===== config.mk =====
export PLATFORM = sky130hd
export DESIGN_NAME = vga_write_arbiter
export DESIGN_NICKNAME = d
export VERILOG_FILES = /design/src/rtl/laner_vga_pkg.sv /design/src/rtl/rect_clear_scanner.sv /design/src/rtl/vga_write_arbiter.sv
export SDC_FILE = /design/constraint.sdc
export NUM_CORES = 1
export LEC_CHECK = 0
export ABC_CLOCK_PERIOD_IN_PS = 2009
export CAP_MARGIN = 10
export CELL_PAD_IN_SITES_DETAIL_PLACEMENT = 2
export CELL_PAD_IN_SITES_GLOBAL_PLACEMENT = 2
export CORE_ASPECT_RATIO = 0.8
export CORE_UTILIZATION = 19
export DETAILED_ROUTE_END_ITERATION = 7
export PLACE_DENSITY = 0.84
export SYNTH_ARGS = -nofsm -noshare
export SYNTH_HDL_FRONTEND = slang
export SYNTH_SLANG_ARGS = --single-unit
export TNS_END_PERCENT = 30

===== constraint.sdc =====
create_clock -name Clock -period 2.01 [get_ports Clock]
set_clock_uncertainty 0.15 [all_clocks]
set_input_delay 0.402 -clock Clock [delete_from_list [all_inputs] [get_ports Clock]]
set_output_delay 0.402 -clock Clock [all_outputs]
set_load 0.01 [all_outputs]

===== src/rtl/laner_vga_pkg.sv =====
// Shared constants for the VGA write path: screen geometry, arbiter mode encoding, colours.
// Combinational only; no latency.
// No flow control; constants and a bounds-check helper only.
package laner_vga_pkg;

    localparam int XSCREEN = 640;
    localparam int YSCREEN = 480;

    // Arbiter mode, also driven out on the mode port.
    typedef enum logic [1:0] {
        MODE_TITLE = 2'd0,
        MODE_CLEAR = 2'd1,
        MODE_GAME  = 2'd2
    } mode_t;

    // RGB 3:3:3 colours.
    localparam logic [8:0] BLACK  = 9'h000;
    localparam logic [8:0] YELLOW = 9'h1F8;

    // Coordinates arrive one bit wider than the VGA port, so that an
    // off-screen rectangle is rejected here and never wraps onto the screen.
    function automatic logic on_screen(input logic [10:0] x, input logic [9:0] y,
                                       input int xs, input int ys);
        return (x < 11'(xs)) && (y < 10'(ys));
    endfunction

endpackage


===== src/rtl/rect_clear_scanner.sv =====
// Raster scanner for a CLEAR_W x CLEAR_H rectangle: one coordinate per cycle, x fastest.
// Latency: first pixel valid the cycle after start; runs exactly CLEAR_W*CLEAR_H cycles.
// No backpressure: the consumer must take a pixel every cycle valid is high.
//
// Ports: Clock, Resetn (sync, active-low), start (pulse, restarts from the origin),
//        x/y (absolute coordinates, one bit wider than the screen), valid, last.
module rect_clear_scanner #(
    parameter int CLEAR_X0 = 0,
    parameter int CLEAR_Y0 = 0,
    parameter int CLEAR_W  = 640,
    parameter int CLEAR_H  = 480
) (
    input  logic        Clock,
    input  logic        Resetn,
    input  logic        start,
    output logic [10:0] x,
    output logic [9:0]  y,
    output logic        valid,
    output logic        last
);

    localparam logic [9:0] CX_LAST = 10'(CLEAR_W - 1);
    localparam logic [8:0] CY_LAST = 9'(CLEAR_H - 1);

    logic       busy;
    logic [9:0] cx;
    logic [8:0] cy;

    always_ff @(posedge Clock) begin
        if (!Resetn) begin
            busy <= 1'b0;
            cx   <= '0;
            cy   <= '0;
        end else if (start) begin
            busy <= 1'b1;
            cx   <= '0;
            cy   <= '0;
        end else if (busy) begin
            if (cx == CX_LAST) begin
                cx <= '0;
                if (cy == CY_LAST) begin
                    cy   <= '0;
                    busy <= 1'b0;
                end else begin
                    cy <= cy + 9'd1;
                end
            end else begin
                cx <= cx + 10'd1;
            end
        end
    end

    assign x     = 11'(CLEAR_X0) + {1'b0, cx};
    assign y     = 10'(CLEAR_Y0) + {1'b0, cy};
    assign valid = busy;
    assign last  = busy && (cx == CX_LAST) && (cy == CY_LAST);

endmodule


===== src/rtl/vga_write_arbiter.sv =====
// Arbitrates title and game pixel producers onto the VGA adapter write port (title, [clear], game).
// Latency: one register stage; a write accepted at edge N is on VGA_* after edge N.
// Backpressure: title has none (writes outside TITLE are dropped and counted); game is valid/ready, ready only in GAME.
//
// Optional feature macro: CLEAR_ON_SWITCH_EN -- when defined, the playfield rectangle is
// blanked (CLEAR mode) between TITLE and GAME; otherwise TITLE goes straight to GAME.
// Ports: Clock, Resetn (sync, active-low); title_* pixel strobe + title_complete level;
//        game_* valid/ready pixel stream; VGA_* registered write to the adapter;
//        mode (0 title, 1 clear, 2 game); drop_count (saturating title drops).
module vga_write_arbiter
    import laner_vga_pkg::*;
#(
    parameter int         XSCREEN     = laner_vga_pkg::XSCREEN,
    parameter int         YSCREEN     = laner_vga_pkg::YSCREEN,
    parameter int         CLEAR_X0    = 0,
    parameter int         CLEAR_Y0    = 0,
    parameter int         CLEAR_W     = 640,
    parameter int         CLEAR_H     = 480,
    parameter logic [8:0] CLEAR_COLOR = BLACK
) (
    input  logic        Clock,
    input  logic        Resetn,
    input  logic [9:0]  title_x,
    input  logic [8:0]  title_y,
    input  logic [8:0]  title_color,
    input  logic        title_write,
    input  logic        title_complete,
    input  logic [9:0]  game_x,
    input  logic [8:0]  game_y,
    input  logic [8:0]  game_color,
    input  logic        game_write,
    output logic        game_ready,
    output logic [9:0]  VGA_x,
    output logic [8:0]  VGA_y,
    output logic [8:0]  VGA_color,
    output logic        VGA_write,
    output logic [1:0]  mode,
    output logic [7:0]  drop_count
);

    // Geometry sanity: the clear rectangle must be non-empty and fit the screen.
    if (CLEAR_W < 1 || CLEAR_W > XSCREEN || CLEAR_H < 1 || CLEAR_H > YSCREEN ||
        CLEAR_X0 < 0 || CLEAR_Y0 < 0) begin : g_bad_geometry
        $error("vga_write_arbiter: clear rectangle geometry out of range");
    end

    mode_t state, state_nxt;

    // Selected source for this cycle, widened so out-of-range bits reach the filter.
    logic        src_load;
    logic [10:0] src_x;
    logic [9:0]  src_y;
    logic [8:0]  src_color;

`ifdef CLEAR_ON_SWITCH_EN
    logic        clr_start;
    logic [10:0] clr_x;
    logic [9:0]  clr_y;
    logic        clr_valid;
    logic        clr_last;

    // Counters restart on every entry into CLEAR, including after an aborted clear.
    assign clr_start = (state == MODE_TITLE) && title_complete;

    rect_clear_scanner #(
        .CLEAR_X0 (CLEAR_X0),
        .CLEAR_Y0 (CLEAR_Y0),
        .CLEAR_W  (CLEAR_W),
        .CLEAR_H  (CLEAR_H)
    ) u_scanner (
        .Clock  (Clock),
        .Resetn (Resetn),
        .start  (clr_start),
        .x      (clr_x),
        .y      (clr_y),
        .valid  (clr_valid),
        .last   (clr_last)
    );
`endif

    // Next-state and source selection.
    always_comb begin
        state_nxt = state;
        src_load  = 1'b0;
        src_x     = '0;
        src_y     = '0;
        src_color = '0;
        case (state)
            MODE_TITLE: begin
                // A title pixel in the same cycle as title_complete is still forwarded.
                if (title_write) begin
                    src_load  = 1'b1;
                    src_x     = {1'b0, title_x};
                    src_y     = {1'b0, title_y};
                    src_color = title_color;
                end
                if (title_complete) begin
`ifdef CLEAR_ON_SWITCH_EN
                    state_nxt = MODE_CLEAR;
`else
                    state_nxt = MODE_GAME;
`endif
                end
            end
`ifdef CLEAR_ON_SWITCH_EN
            MODE_CLEAR: begin
                if (clr_valid) begin
                    src_load  = 1'b1;
                    src_x     = clr_x;
                    src_y     = clr_y;
                    src_color = CLEAR_COLOR;
                end
                if (clr_last) begin
                    state_nxt = MODE_GAME;
                end
            end
`endif
            MODE_GAME: begin
                // GAME is terminal until reset; title_complete is ignored here.
                if (game_write) begin
                    src_load  = 1'b1;
                    src_x     = {1'b0, game_x};
                    src_y     = {1'b0, game_y};
                    src_color = game_color;
                end
            end
            default: begin
                state_nxt = MODE_TITLE;
            end
        endcase
    end

    // Output register, state register and drop counter.
    always_ff @(posedge Clock) begin
        if (!Resetn) begin
            state      <= MODE_TITLE;
            VGA_x      <= '0;
            VGA_y      <= '0;
            VGA_color  <= '0;
            VGA_write  <= 1'b0;
            drop_count <= '0;
        end else begin
            state     <= state_nxt;
            // Off-screen pixels still move the coordinates but never strobe the adapter.
            VGA_write <= src_load && on_screen(src_x, src_y, XSCREEN, YSCREEN);
            if (src_load) begin
                VGA_x     <= src_x[9:0];
                VGA_y     <= src_y[8:0];
                VGA_color <= src_color;
            end
            if (title_write && (state != MODE_TITLE) && (drop_count != 8'hFF)) begin
                drop_count <= drop_count + 8'd1;
            end
        end
    end

    // Gated by Resetn so the producer never sees ready while reset is being applied.
    assign game_ready = Resetn && (state == MODE_GAME);
    assign mode       = state;

endmodule

==> report_table.html, run 1 <==
<table>
<tr><th>Metric</th><th>Value</th></tr>
<tr><th colspan="2">Detailed routing</th></tr>
<tr><td>1st-pass router iterations</td><td>4</td></tr>
<tr><td>Count of antenna-violating nets left after detailed routing</td><td>0</td></tr>
<tr><td>Overall routed net length</td><td>between 6000 and 7000 microns</td></tr>
<tr><td>Number of violations reported at the end of detailed-routing iteration 0</td><td>45</td></tr>
<tr><td>DR DRC count</td><td>0</td></tr>
<tr><td>Routed length per instance</td><td>15.6 microns</td></tr>
<tr><td>Post-detailed-route via-to-cell ratio</td><td>4.53</td></tr>
<tr><td>Vias post-DR</td><td>around 1.8k</td></tr>
<tr><th colspan="2">Floorplan</th></tr>
<tr><td>I/O pin total</td><td>101</td></tr>
<tr><td>Horiz. Die Dim</td><td>105 microns</td></tr>
<tr><td>Overall die height</td><td>84.5 microns</td></tr>
<tr><td>Core box area</td><td>8090 sq um</td></tr>
<tr><td>Die area</td><td>8880 sq um</td></tr>
<tr><td>Initial cell density of the core</td><td>0.200</td></tr>
<tr><td># rows</td><td>29</td></tr>
<tr><th colspan="2">Layout</th></tr>
<tr><td>Multi-input gate area</td><td>around 790 sq um</td></tr>
<tr><td>Diode count</td><td>0</td></tr>
<tr><td>Most frequent standard cell in the layout excluding fill and tap cells</td><td>clkdlybuf4s50_1</td></tr>
<tr><td>Combined flip-flop and latch cell area</td><td>761 sq um</td></tr>
<tr><td>Filler cell count</td><td>approximately 900</td></tr>
<tr><td>Leading cell types in the layout, fill and taps excluded</td><td>clkdlybuf4s50_1, dfxtp_1, nand2_1, a21oi_1, a22oi_1</td></tr>
<tr><td>Final #Nets</td><td>357</td></tr>
<tr><td>Relative area change from synthesis to final layout</td><td>82.1%</td></tr>
<tr><td>Fraction of layout cells with a size suffix above 1</td><td>0.101</td></tr>
<tr><th colspan="2">GRT</th></tr>
<tr><td>Initial antenna violation count</td><td>0</td></tr>
<tr><td>Maximum number of pins on one net before global-route repair</td><td>23</td></tr>
<tr><td>Vias in the first global route</td><td>~2.1k</td></tr>
<tr><td>Wire length of the first global-routing pass</td><td>~10000 microns</td></tr>
<tr><td>Final global-route overflow total</td><td>0</td></tr>
<tr><td>Global Route Usage Sum</td><td>0.146</td></tr>
<tr><th colspan="2">Synthesis</th></tr>
<tr><td>Synthesized instance count</td><td>189</td></tr>
<tr><td>Prevailing post-synth register cell</td><td>dfxtp_1</td></tr>
<tr><td>Seq/Total Area, Yosys</td><td>0.471</td></tr>
<tr><td>Area fraction of the dominant cell type after synthesis</td><td>0.471</td></tr>
<tr><td>Cell area after technology mapping</td><td>1620 sq um</td></tr>
<tr><td>Count of flip-flops with a built-in enable after synthesis</td><td>0</td></tr>
<tr><td>Largest area contributor in the synthesized netlist</td><td>dfxtp_1</td></tr>
<tr><td>Synthesis warning total</td><td>0</td></tr>
<tr><td>Number of different library cells in the post-synthesis netlist</td><td>31</td></tr>
<tr><td>Avg Inst Size Synth</td><td>about 8.5 sq um</td></tr>
<tr><td>Seq cells post-synth</td><td>38</td></tr>
<tr><td>Top cells by area, synth</td><td>dfxtp_1, a22oi_1, a21oi_1</td></tr>
<tr><td>Post-Synthesis Net Count</td><td>251</td></tr>
<tr><td>Async set-reset flop share out of synthesis</td><td>0</td></tr>
<tr><th colspan="2">Clocking</th></tr>
<tr><td>CTS Buf Count</td><td>5</td></tr>
<tr><td>TritonCTS Sinks</td><td>38</td></tr>
<tr><td>Clock latency at the later pin of the worst-skew pair</td><td>0.29 ns</td></tr>
<tr><td>Clock tree from TritonCTS</td><td>done</td></tr>
<tr><td>Clock root buffer</td><td>clkbuf_8</td></tr>
<tr><td>Number of buffers inserted by post-CTS setup repair</td><td>0</td></tr>
<tr><td>Number of buffers on the longest clock path</td><td>2</td></tr>
<tr><td>Clock-pin transition on the worst setup and hold timing paths</td><td>0.07 ns</td></tr>
<tr><td>Max H-tree Level</td><td>2</td></tr>
<tr><th colspan="2">Power and ir drop</th></tr>
<tr><td>Proportion of total power due to net switching</td><td>0.250</td></tr>
<tr><td>Overall power consumption</td><td>0.00187 W</td></tr>
<tr><td>Part of the total power dissipated in sequential elements</td><td>0.441</td></tr>
<tr><td>Clock network fraction of design power</td><td>0.330</td></tr>
<tr><td>Power density over the cells</td><td>635 nW/um^2</td></tr>
<tr><td>Internal power consumption</td><td>0.00140 W</td></tr>
<tr><td>Worst vdd rail ir drop</td><td>0.214 mV</td></tr>
<tr><td>Combinational group share of total power</td><td>0.230</td></tr>
<tr><td>Net switching component of the power</td><td>0.000467 W</td></tr>
<tr><td>Leakage power summed over all cells</td><td>1.03 nW</td></tr>
<tr><th colspan="2">Timing</th></tr>
<tr><td>Final period utilization</td><td>0.936</td></tr>
<tr><td>Max Fclk</td><td>532 MHz</td></tr>
<tr><td>Final hold vios</td><td>0</td></tr>
<tr><td>Period minus WS final</td><td>1.88 ns</td></tr>
<tr><td>Unrepaired setup endpoints after global routing</td><td>no</td></tr>
<tr><td>Final Slew Violations</td><td>0</td></tr>
<tr><td>Worst setup margin</td><td>0.129 ns</td></tr>
<tr><td>Final number of setup-violating endpoints</td><td>0</td></tr>
<tr><th colspan="2">Critical path</th></tr>
<tr><td>Chain of cells forming the critical path</td><td>clkdlybuf4s50_1 &gt; and2_1 &gt; dlygate4sd2_1</td></tr>
<tr><td>Type of origin of the critical path</td><td>input port</td></tr>
<tr><td>Crit path largest cell delay</td><td>0.50 ns</td></tr>
<tr><td>Required time of the critical path</td><td>1.46 ns</td></tr>
<tr><td>Endpoint arrival time on the critical path</td><td>1.33 ns</td></tr>
<tr><td>Type of the setup path with the least slack</td><td>in2out</td></tr>
<tr><td>Largest delay contributor family on the critical path</td><td>buffers and inverters</td></tr>
<tr><td>Worst path depth</td><td>3</td></tr>
<tr><td>Buf/Inv on CP</td><td>2</td></tr>
<tr><td>Crit path max fanout</td><td>2</td></tr>
<tr><td>Critical path's slowest cell</td><td>clkdlybuf4s50_1</td></tr>
<tr><td>Worst reg-to-reg path cell count</td><td>5</td></tr>
<tr><td>Kind of end point of the critical path</td><td>output port</td></tr>
<tr><th colspan="2">Placed design</th></tr>
<tr><td>Port Buffer Count</td><td>99</td></tr>
<tr><td>Placed wire-length estimate</td><td>4940 microns</td></tr>
<tr><td>Final weighted congestion in routability-driven placement</td><td>0.704</td></tr>
<tr><td>Dpl ws</td><td>-0.144 ns</td></tr>
<tr><th colspan="2">Min path</th></tr>
<tr><td>Cell depth of the worst min-delay path</td><td>2</td></tr>
<tr><td>Hold WC Path Type</td><td>reg2reg</td></tr>
<tr><th colspan="2">Run status</th></tr>
<tr><td>Outcome</td><td>finished clean</td></tr>
<tr><th colspan="2">Flow run</th></tr>
<tr><td>Max-capacitance violation count</td><td>0</td></tr>
</table>
## registers in the layout, indices dropped and copies added (netlist names)
signal / count
VGA_write: 1
VGA_y: 9
drop_count: 8
VGA_x: 10
VGA_color: 9
mode: 1
## area by class of cell
cell class | instances | area share
Sequential cell | 38 | 0.259
Timing Repair Buffer | 114 | 0.387
Inverter | 2 | 0.00255
Multi-Input combinational cell | 134 | 0.268
Tap cell | 108 | 0.0459
Clock buffer | 8 | 0.0374
## per-stage QoR
| step | hold slack, ns | cells | setup TNS, ns | utilization | area [sq um] |
|---|---|---|---|---|---|
| final | 0.307 | 404 | 0 | 0.364 | 2940 |
| after global routing | 0.333 | 404 | 0 | 0.364 | 2940 |
| after CTS | 0.313 | 404 | 0 | 0.364 | 2940 |
| after detailed placement | 0.303 | 396 | -0.144 | 0.350 | 2830 |
| after global placement | 0.291 | 396 | -0.0568 | 0.350 | 2830 |
| after floorplan | 0.331 | 189 | 0 | - | 1620 |
## cell usage after synthesis (2+ instances only)
| cell type | n |
|---|---|
| a21oi_1 | 32 |
| a22oi_1 | 29 |
| and2_1 | 2 |
| buf_2 | 3 |
| clkbuf_1 | 10 |
| dfxtp_1 | 38 |
| nand2_1 | 32 |
| nand3_1 | 6 |
| nand4b_1 | 2 |
| nor2_1 | 9 |
| o31ai_1 | 2 |
| or4_1 | 2 |
| xnor2_1 | 4 |
## worst min-delay path: cells and delay by family, from the launching register on
| family | cells | cell delay, ns |
|---|---|---|
| flops | 1 | 0.31 |
| compound gates | 1 | 0.05 |
| simple gates | 1 | 0.05 |
## worst paths after layout
| check | from | end | slack [ns] |
|---|---|---|---|
| worst min register to register | VGA_color[0] | VGA_color[0] | 0.31 |
| worst max register to register | drop_count[0] | drop_count[5] | 0.14 |
| worst min-delay path | VGA_color[0] | VGA_color[0] | 0.31 |
| worst max-delay path | Resetn | game_ready | 0.13 |
## what timing repair did
item | 4_1_cts | 5_1_grt
gates resized for setup | 1 | 0
endpoints found under the hold margin | 0 | 0
hold buffers | 0 | 0
endpoints found under the setup margin | 1 | 0
## metal layers
layer  vias up  wire length (microns)  global-route usage
met3         7                    434              0.0466
met5         -                      0                   0
li1        887                      -                   -
met4         0                     59              0.0423
met2        60                   3240               0.282
met1       878                   2560               0.151
## logic make-up after synthesis
kind of cell / after synthesis / share of synthesized area
other cells: 1 / 0.00232
simple gates: 59 / 0.177
compound gates: 69 / 0.276
fa+ha+maj: 1 / 0.00774
xor+xnor: 4 / 0.0217
flops: 38 / 0.471
buf+inv: 17 / 0.0441
## power by group through the flow
stage | Clock (W) | Combinational, W | Sequential [W]
floorplan | 0 | 0.000118 | 0.000861
global placement | 0 | 0.000422 | 0.000838
detailed placement | 0 | 0.000435 | 0.000841
CTS | 0.000648 | 0.000436 | 0.000824
global route | 0.000667 | 0.000464 | 0.000829
finish | 0.000616 | 0.000429 | 0.000823
Note: power is estimated with default switching activity, not from simulation.
==> run 2: changes to the inputs <==
--- a/config.mk
+++ b/config.mk
@@ -13,7 +13,7 @@
 export CORE_UTILIZATION = 19
 export DETAILED_ROUTE_END_ITERATION = 7
 export PLACE_DENSITY = 0.84
+export RECOVER_POWER = 100
 export SYNTH_ARGS = -nofsm -noshare
 export SYNTH_HDL_FRONTEND = slang
 export SYNTH_SLANG_ARGS = --single-unit
-export TNS_END_PERCENT = 30
==> run 2 against run 1 <==
Critical endpoint is now drop_count[4]. Worst setup slack got worse by 0.017 ns. Maximum frequency is 0.91% lower. Largest cell class unchanged. Non-clock buffer count did not move. Sequential power about the same. Critical path depth is 2 lower.
==> report_table.html, run 2 (synthesized netlist as in run 1, its figures left out) <==
<table>
<tr><th>Metric</th><th>Value</th></tr>
<tr><th colspan="2">GRT</th></tr>
<tr><td>Global Route Usage Sum</td><td>0.146</td></tr>
<tr><td>Final global-route overflow total</td><td>0</td></tr>
<tr><td>Wire length of the first global-routing pass</td><td>roughly 10000 microns</td></tr>
<tr><td>Vias in the first global route</td><td>2070</td></tr>
<tr><td>Maximum number of pins on one net before global-route repair</td><td>23</td></tr>
<tr><td>Initial antenna violation count</td><td>0</td></tr>
<tr><th colspan="2">Floorplan</th></tr>
<tr><td>Die area</td><td>8880 sq um</td></tr>
<tr><td>I/O pin total</td><td>101</td></tr>
<tr><td># rows</td><td>29</td></tr>
<tr><td>Horiz. Die Dim</td><td>105 microns</td></tr>
<tr><td>Initial cell density of the core</td><td>0.200</td></tr>
<tr><td>Overall die height</td><td>around 84 microns</td></tr>
<tr><td>Core box area</td><td>8090 sq um</td></tr>
<tr><th colspan="2">Detailed routing</th></tr>
<tr><td>Vias post-DR</td><td>1845</td></tr>
<tr><td>DR DRC count</td><td>0</td></tr>
<tr><td>Number of violations reported at the end of detailed-routing iteration 0</td><td>32</td></tr>
<tr><td>1st-pass router iterations</td><td>4</td></tr>
<tr><td>Routed length per instance</td><td>15.5 microns</td></tr>
<tr><td>Post-detailed-route via-to-cell ratio</td><td>approximately 4.6</td></tr>
<tr><td>Count of antenna-violating nets left after detailed routing</td><td>0</td></tr>
<tr><td>Overall routed net length</td><td>6250 microns</td></tr>
<tr><th colspan="2">Timing</th></tr>
<tr><td>Max Fclk</td><td>527 MHz</td></tr>
<tr><td>Final hold vios</td><td>0</td></tr>
<tr><td>Unrepaired setup endpoints after global routing</td><td>no</td></tr>
<tr><td>Final Slew Violations</td><td>0</td></tr>
<tr><td>Worst setup margin</td><td>roughly 0.11 ns</td></tr>
<tr><td>Final period utilization</td><td>0.945</td></tr>
<tr><td>Final number of setup-violating endpoints</td><td>0</td></tr>
<tr><td>Period minus WS final</td><td>1.90 ns</td></tr>
<tr><th colspan="2">Clocking</th></tr>
<tr><td>Clock tree from TritonCTS</td><td>done</td></tr>
<tr><td>TritonCTS Sinks</td><td>38</td></tr>
<tr><td>Clock root buffer</td><td>clkbuf_8</td></tr>
<tr><td>Clock-pin transition on the worst setup and hold timing paths</td><td>0.07 ns</td></tr>
<tr><td>Number of buffers on the longest clock path</td><td>2</td></tr>
<tr><td>Max H-tree Level</td><td>2</td></tr>
<tr><td>Clock latency at the later pin of the worst-skew pair</td><td>0.29 ns</td></tr>
<tr><td>Total of hold buffers inserted after clock tree synthesis</td><td>0</td></tr>
<tr><td>CTS Buf Count</td><td>5</td></tr>
<tr><th colspan="2">Power and ir drop</th></tr>
<tr><td>Worst vdd rail ir drop</td><td>0.212 mV</td></tr>
<tr><td>Leakage power summed over all cells</td><td>1.13 nW</td></tr>
<tr><td>Power density over the cells</td><td>~630 nW/um^2</td></tr>
<tr><th colspan="2">Layout</th></tr>
<tr><td>Leading cell types in the layout, fill and taps excluded</td><td>clkdlybuf4s50_1, dfxtp_1, dlygate4sd3_1, nand2_1, a21oi_1</td></tr>
<tr><td>Final #Nets</td><td>357</td></tr>
<tr><td>Relative area change from synthesis to final layout</td><td>81.6%</td></tr>
<tr><td>Diode count</td><td>0</td></tr>
<tr><td>Most frequent standard cell in the layout excluding fill and tap cells</td><td>clkdlybuf4s50_1</td></tr>
<tr><td>Most flops, register</td><td>VGA_x</td></tr>
<tr><td>Fraction of layout cells with a size suffix above 1</td><td>0.0946</td></tr>
<tr><td>Finished Core Util</td><td>0.362</td></tr>
<tr><td>Number of flip-flops in the largest register</td><td>10</td></tr>
<tr><td>Registers with the most flip-flops</td><td>VGA_x (10), VGA_color (9), VGA_y (9)</td></tr>
<tr><th colspan="2">Critical path</th></tr>
<tr><td>Required time of the critical path</td><td>1.46 ns</td></tr>
<tr><td>Buf/Inv on CP</td><td>1</td></tr>
<tr><td>Kind of end point of the critical path</td><td>output port</td></tr>
<tr><td>Chain of cells forming the critical path</td><td>dlygate4sd3_1</td></tr>
<tr><td>Critical path's slowest cell</td><td>dlygate4sd3_1</td></tr>
<tr><td>Largest delay contributor family on the critical path</td><td>buffers and inverters</td></tr>
<tr><td>Endpoint arrival time on the critical path</td><td>1.35 ns</td></tr>
<tr><td>Type of the setup path with the least slack</td><td>reg2out</td></tr>
<tr><td>Crit path largest cell delay</td><td>between 0.6 and 0.7 ns</td></tr>
<tr><td>Crit path max fanout</td><td>5</td></tr>
<tr><td>Type of origin of the critical path</td><td>flop</td></tr>
<tr><th colspan="2">Placed design</th></tr>
<tr><td>Dpl ws</td><td>-0.144 ns</td></tr>
<tr><td>Placed wire-length estimate</td><td>roughly 5000 microns</td></tr>
<tr><td>Port Buffer Count</td><td>99</td></tr>
<tr><td>Final weighted congestion in routability-driven placement</td><td>about 0.7</td></tr>
<tr><th colspan="2">Flow run</th></tr>
<tr><td>Max-capacitance violation count</td><td>0</td></tr>
<tr><th colspan="2">Run status</th></tr>
<tr><td>Outcome</td><td>finished clean</td></tr>
<tr><th colspan="2">Min path</th></tr>
<tr><td>Hold WC Path Type</td><td>reg2reg</td></tr>
</table>
[run 2: changes by cell type in the layout (fill, tap and decap cells not counted), moves of 2 or more]
cell,change
and2_0,+2
and2_1,-2
buf_4,-2
clkdlybuf4s50_1,-37
dlygate4sd3_1,+37
[run 2: cell type report]
cell class	count	area [sq um]
tap	108	135
multi-input combinational	134	786
timing repair buffer	114	1130
inverter	2	7.51
sequential	38	761
fill	901	5160
clock buffer	8	110
[run 2: per-stage QoR]
step                cell area, sq um  setup TNS, ns  power [W]  instances  hold WS, ns
floorplan                       1620              0   0.000979        189        0.331
global placement                2830        -0.0568    0.00126        396        0.291
detailed placement              2830         -0.144    0.00128        396        0.303
CTS                             2940              0    0.00191        404        0.313
global route                    2930              0    0.00194        404        0.331
finish                          2930              0    0.00184        404        0.304
[run 2: report_power, final]
| group | leakage (nW) | total, W | internal, W | switching (W) |
|---|---|---|---|---|
| clock network | 0.0575 | 0.000615 | 0.000347 | 0.000269 |
| logic | 0.757 | 0.000409 | 0.000238 | 0.000171 |
| registers | 0.312 | 0.000820 | 0.000798 | 0.0000222 |
| total | 1.13 | 0.00184 | 0.00138 | 0.000463 |
[run 2: timing repair]
item                                    4_1_cts  5_1_grt
resized for setup                             1        0
setup buffers                                 0        0
hold endpoints to repair                      0        0
endpoints found under the setup margin        1        0
[run 2: final timing paths]
| kind | slack (ns) | cells after the start | end | from |
|---|---|---|---|---|
| hold reg to reg | 0.30 | 2 | VGA_color[0] | VGA_color[0] |
| setup reg to reg | 0.14 | 5 | drop_count[5] | drop_count[0] |
| hold / removal | 0.30 | 2 | VGA_color[0] | VGA_color[0] |
| setup / recovery | 0.11 | 1 | drop_count[4] | drop_count[4] |
[run 2: per-layer routing]
| metal | vias up | wire (microns) | global-route usage |
|---|---|---|---|
| met3 | 7 | 438 | 0.0466 |
| met1 | 887 | 2540 | 0.151 |
| li1 | 889 | - | - |
| met4 | 0 | 59 | 0.0423 |
| met5 | - | 0 | 0 |
| met2 | 62 | 3210 | 0.282 |
==> run 3: changes to the inputs <==
--- a/config.mk
+++ b/config.mk
@@ -6,7 +6,7 @@
 export NUM_CORES = 1
 export LEC_CHECK = 0
 export ABC_CLOCK_PERIOD_IN_PS = 2009
-export CAP_MARGIN = 10
+export CAP_MARGIN = 20
 export CELL_PAD_IN_SITES_DETAIL_PLACEMENT = 2
 export CELL_PAD_IN_SITES_GLOBAL_PLACEMENT = 2
 export CORE_ASPECT_RATIO = 0.8
==> constraint.sdc (replaced) <==
create_clock -name Clock -period 2.01 [get_ports Clock]
set_clock_uncertainty 0.15 [all_clocks]
set_input_delay 0.402 -clock Clock [delete_from_list [all_inputs] [get_ports Clock]]
set_output_delay 0.402 -clock Clock [all_outputs]
set_load 0.1 [all_outputs]
==> run 3 against run 2 <==
Die area stayed put. Register-to-register slack about the same. Critical path depth grew 2. Power up 19%. Sequential share of layout area increased by 0.96 points. Global-route usage grew 0.82 points. Via count increased by 0.27%. Worst hold slack better by 0.0061 ns. Cell area fell by 3.2%. Combinational power grew 72%.
==> report_table.html, run 3 (synthesized netlist as in run 1, its figures left out) <==
<table>
<tr><th>Metric</th><th>Value</th></tr>
<tr><th colspan="2">Timing</th></tr>
<tr><td>Period minus WS final</td><td>1.92 ns</td></tr>
<tr><td>Max Fclk</td><td>522 MHz</td></tr>
<tr><td>Final hold vios</td><td>0</td></tr>
<tr><td>Total negative setup slack</td><td>0 ns</td></tr>
<tr><td>Measured slew at the worst slew-check pin</td><td>slightly below 0.6 ns</td></tr>
<tr><td>Tightest slew margin relative to the limit</td><td>0.618</td></tr>
<tr><td>Final number of setup-violating endpoints</td><td>0</td></tr>
<tr><td>Final period utilization</td><td>0.953</td></tr>
<tr><td>Unrepaired setup endpoints after global routing</td><td>no</td></tr>
<tr><td>Final Slew Violations</td><td>0</td></tr>
<tr><th colspan="2">Critical path</th></tr>
<tr><td>Required time of the critical path</td><td>1.46 ns</td></tr>
<tr><td>Crit path largest cell delay</td><td>0.57 ns</td></tr>
<tr><td>Endpoint arrival time on the critical path</td><td>1.36 ns</td></tr>
<tr><td>Critical path's slowest cell</td><td>dlygate4sd3_1</td></tr>
<tr><td>Chain of cells forming the critical path</td><td>dlygate4sd3_1 &gt; and2_2 &gt; buf_6</td></tr>
<tr><td>Largest delay contributor family on the critical path</td><td>buffers and inverters</td></tr>
<tr><td>Type of origin of the critical path</td><td>input port</td></tr>
<tr><td>Kind of end point of the critical path</td><td>output port</td></tr>
<tr><td>Crit path max fanout</td><td>2</td></tr>
<tr><td>Buf/Inv on CP</td><td>2</td></tr>
<tr><td>Type of the setup path with the least slack</td><td>in2out</td></tr>
<tr><th colspan="2">Layout</th></tr>
<tr><td>Relative area change from synthesis to final layout</td><td>75.7%</td></tr>
<tr><td>Most frequent standard cell in the layout excluding fill and tap cells</td><td>clkdlybuf4s50_1</td></tr>
<tr><td>Most flops, register</td><td>VGA_x</td></tr>
<tr><td>Diode count</td><td>0</td></tr>
<tr><td>Fraction of layout cells with a size suffix above 1</td><td>0.232</td></tr>
<tr><td>Registers with the most flip-flops</td><td>VGA_x (10), VGA_color (9), VGA_y (9)</td></tr>
<tr><td>Number of flip-flops in the largest register</td><td>10</td></tr>
<tr><td>Final #Nets</td><td>359</td></tr>
<tr><td>Leading cell types in the layout, fill and taps excluded</td><td>clkdlybuf4s50_1, dfxtp_1, nand2_1, clkbuf_2, a21oi_1</td></tr>
<tr><th colspan="2">GRT</th></tr>
<tr><td>Global Route Usage Sum</td><td>0.154</td></tr>
<tr><td>Maximum number of pins on one net before global-route repair</td><td>23</td></tr>
<tr><td>Final global-route overflow total</td><td>0</td></tr>
<tr><td>Initial antenna violation count</td><td>0</td></tr>
<tr><td>Wire length of the first global-routing pass</td><td>around 11000 microns</td></tr>
<tr><td>Vias in the first global route</td><td>2091</td></tr>
<tr><th colspan="2">Floorplan</th></tr>
<tr><td>Core box area</td><td>8090 sq um</td></tr>
<tr><td>Horiz. Die Dim</td><td>between 100 and 150 microns</td></tr>
<tr><td>Overall die height</td><td>84.5 microns</td></tr>
<tr><td>I/O pin total</td><td>101</td></tr>
<tr><td>Initial cell density of the core</td><td>0.200</td></tr>
<tr><td>Die area</td><td>between 8000 and 9000 sq um</td></tr>
<tr><td># rows</td><td>29</td></tr>
<tr><th colspan="2">Detailed routing</th></tr>
<tr><td>DR DRC count</td><td>0</td></tr>
<tr><td>Count of antenna-violating nets left after detailed routing</td><td>0</td></tr>
<tr><td>Post-detailed-route via-to-cell ratio</td><td>between 4 and 5</td></tr>
<tr><td>Vias post-DR</td><td>1850</td></tr>
<tr><td>Overall routed net length</td><td>6790 microns</td></tr>
<tr><td>1st-pass router iterations</td><td>4</td></tr>
<tr><td>Number of violations reported at the end of detailed-routing iteration 0</td><td>between 40 and 50</td></tr>
<tr><td>Routed length per instance</td><td>16.8 microns</td></tr>
<tr><th colspan="2">Power and ir drop</th></tr>
<tr><td>Part of the total power dissipated in sequential elements</td><td>0.377</td></tr>
<tr><td>Proportion of total power due to net switching</td><td>0.360</td></tr>
<tr><td>Worst vdd rail ir drop</td><td>~0.27 mV</td></tr>
<tr><td>Overall power consumption</td><td>about 0.0022 W</td></tr>
<tr><td>Power density over the cells</td><td>774 nW/um^2</td></tr>
<tr><td>Clock network fraction of design power</td><td>0.304</td></tr>
<tr><td>Leakage power summed over all cells</td><td>between 1 and 1.5 nW</td></tr>
<tr><td>Combinational group share of total power</td><td>0.320</td></tr>
<tr><td>Net switching component of the power</td><td>0.000792 W</td></tr>
<tr><td>Internal power consumption</td><td>0.00141 W</td></tr>
<tr><th colspan="2">Clocking</th></tr>
<tr><td>Clock root buffer</td><td>clkbuf_8</td></tr>
<tr><td>Clock-pin transition on the worst setup and hold timing paths</td><td>around 0.080 ns</td></tr>
<tr><td>Max H-tree Level</td><td>2</td></tr>
<tr><td>TritonCTS Sinks</td><td>38</td></tr>
<tr><td>Number of buffers inserted by post-CTS setup repair</td><td>0</td></tr>
<tr><td>Clock latency at the later pin of the worst-skew pair</td><td>around 0.28 ns</td></tr>
<tr><td>Clock tree from TritonCTS</td><td>done</td></tr>
<tr><td>Number of buffers on the longest clock path</td><td>2</td></tr>
<tr><td>Total of hold buffers inserted after clock tree synthesis</td><td>0</td></tr>
<tr><td>Post-cts gate resize count</td><td>0</td></tr>
<tr><td>CTS Buf Count</td><td>5</td></tr>
<tr><th colspan="2">Placed design</th></tr>
<tr><td>Placed wire-length estimate</td><td>roughly 5400 microns</td></tr>
<tr><td>Final weighted congestion in routability-driven placement</td><td>0.797</td></tr>
<tr><td>Port Buffer Count</td><td>99</td></tr>
<tr><th colspan="2">Run status</th></tr>
<tr><td>Outcome</td><td>finished clean</td></tr>
<tr><th colspan="2">Flow run</th></tr>
<tr><td>Max-capacitance violation count</td><td>0</td></tr>
<tr><th colspan="2">Min path</th></tr>
<tr><td>Hold WC Path Type</td><td>reg2reg</td></tr>
</table>
-- run 3: changes by cell type in the layout (fill, tap and decap cells not counted), sizes merged --
cell,previous run,this run
dlygate4sd2,1,0
dlygate4sd3,37,1
buf,13,21
bufinv,0,1
clkbuf,10,41
clkdlybuf4s50,61,59
-- run 3: metal layers --
layer,vias to the layer above,GRT usage,part of all wire
met4,0,0.0371,0.0065
met5,-,0,0
li1,890,-,-
met2,67,0.279,0.50
met1,887,0.177,0.43
met3,6,0.0497,0.064
-- run 3: stage by stage --
stage	cells	setup slack [ns]	util	hold slack, ns	cell area, sq um
detailed placement	398	-0.0481	0.397	0.340	3210
CTS	405	0.135	0.411	0.352	3330
global route	405	0.0805	0.351	0.337	2840
floorplan	189	0.00845	-	0.368	1630
finish	405	0.0942	0.351	0.310	2840
global placement	398	0.0430	0.397	0.329	3210
-- run 3: power groups by stage --
stage               combinational [W]  sequential, W  clock, W
floorplan                    0.000133        0.00117         0
global placement             0.000831       0.000867         0
detailed placement           0.000846       0.000870         0
CTS                          0.000848       0.000853  0.000698
global route                 0.000735       0.000834  0.000732
finish                       0.000702       0.000827  0.000668
-- run 3: worst reg2reg max path: cells and delay by family (launching register included) --
family	cells	cell delay [ns]
AND/OR/NAND/NOR	2	0.70
flip-flops	1	0.36
adder cells (fa/ha/maj)	1	0.25
AO/OA/AOI/OAI	2	0.36
-- run 3: layout make-up --
cell class | count | area, sq um
Inverter | 2 | 7.51
Timing Repair Buffer | 116 | 1030
Tap cell | 108 | 135
Clock inverter | 1 | 30.0
Fill cell | 926 | 5250
Clock buffer | 6 | 82.6
Multi-Input combinational cell | 134 | 785
Sequential cell | 38 | 763
-- run 3: path summary, 6_finish.rpt --
path | start | to | slack [ns] | cells past startpoint
setup / recovery | Resetn | game_ready | 0.09 | 3
hold / removal | VGA_x[4] | VGA_x[4] | 0.31 | 2
setup reg to reg | drop_count[0] | drop_count[5] | 0.13 | 5
hold reg to reg | VGA_x[4] | VGA_x[4] | 0.31 | 2
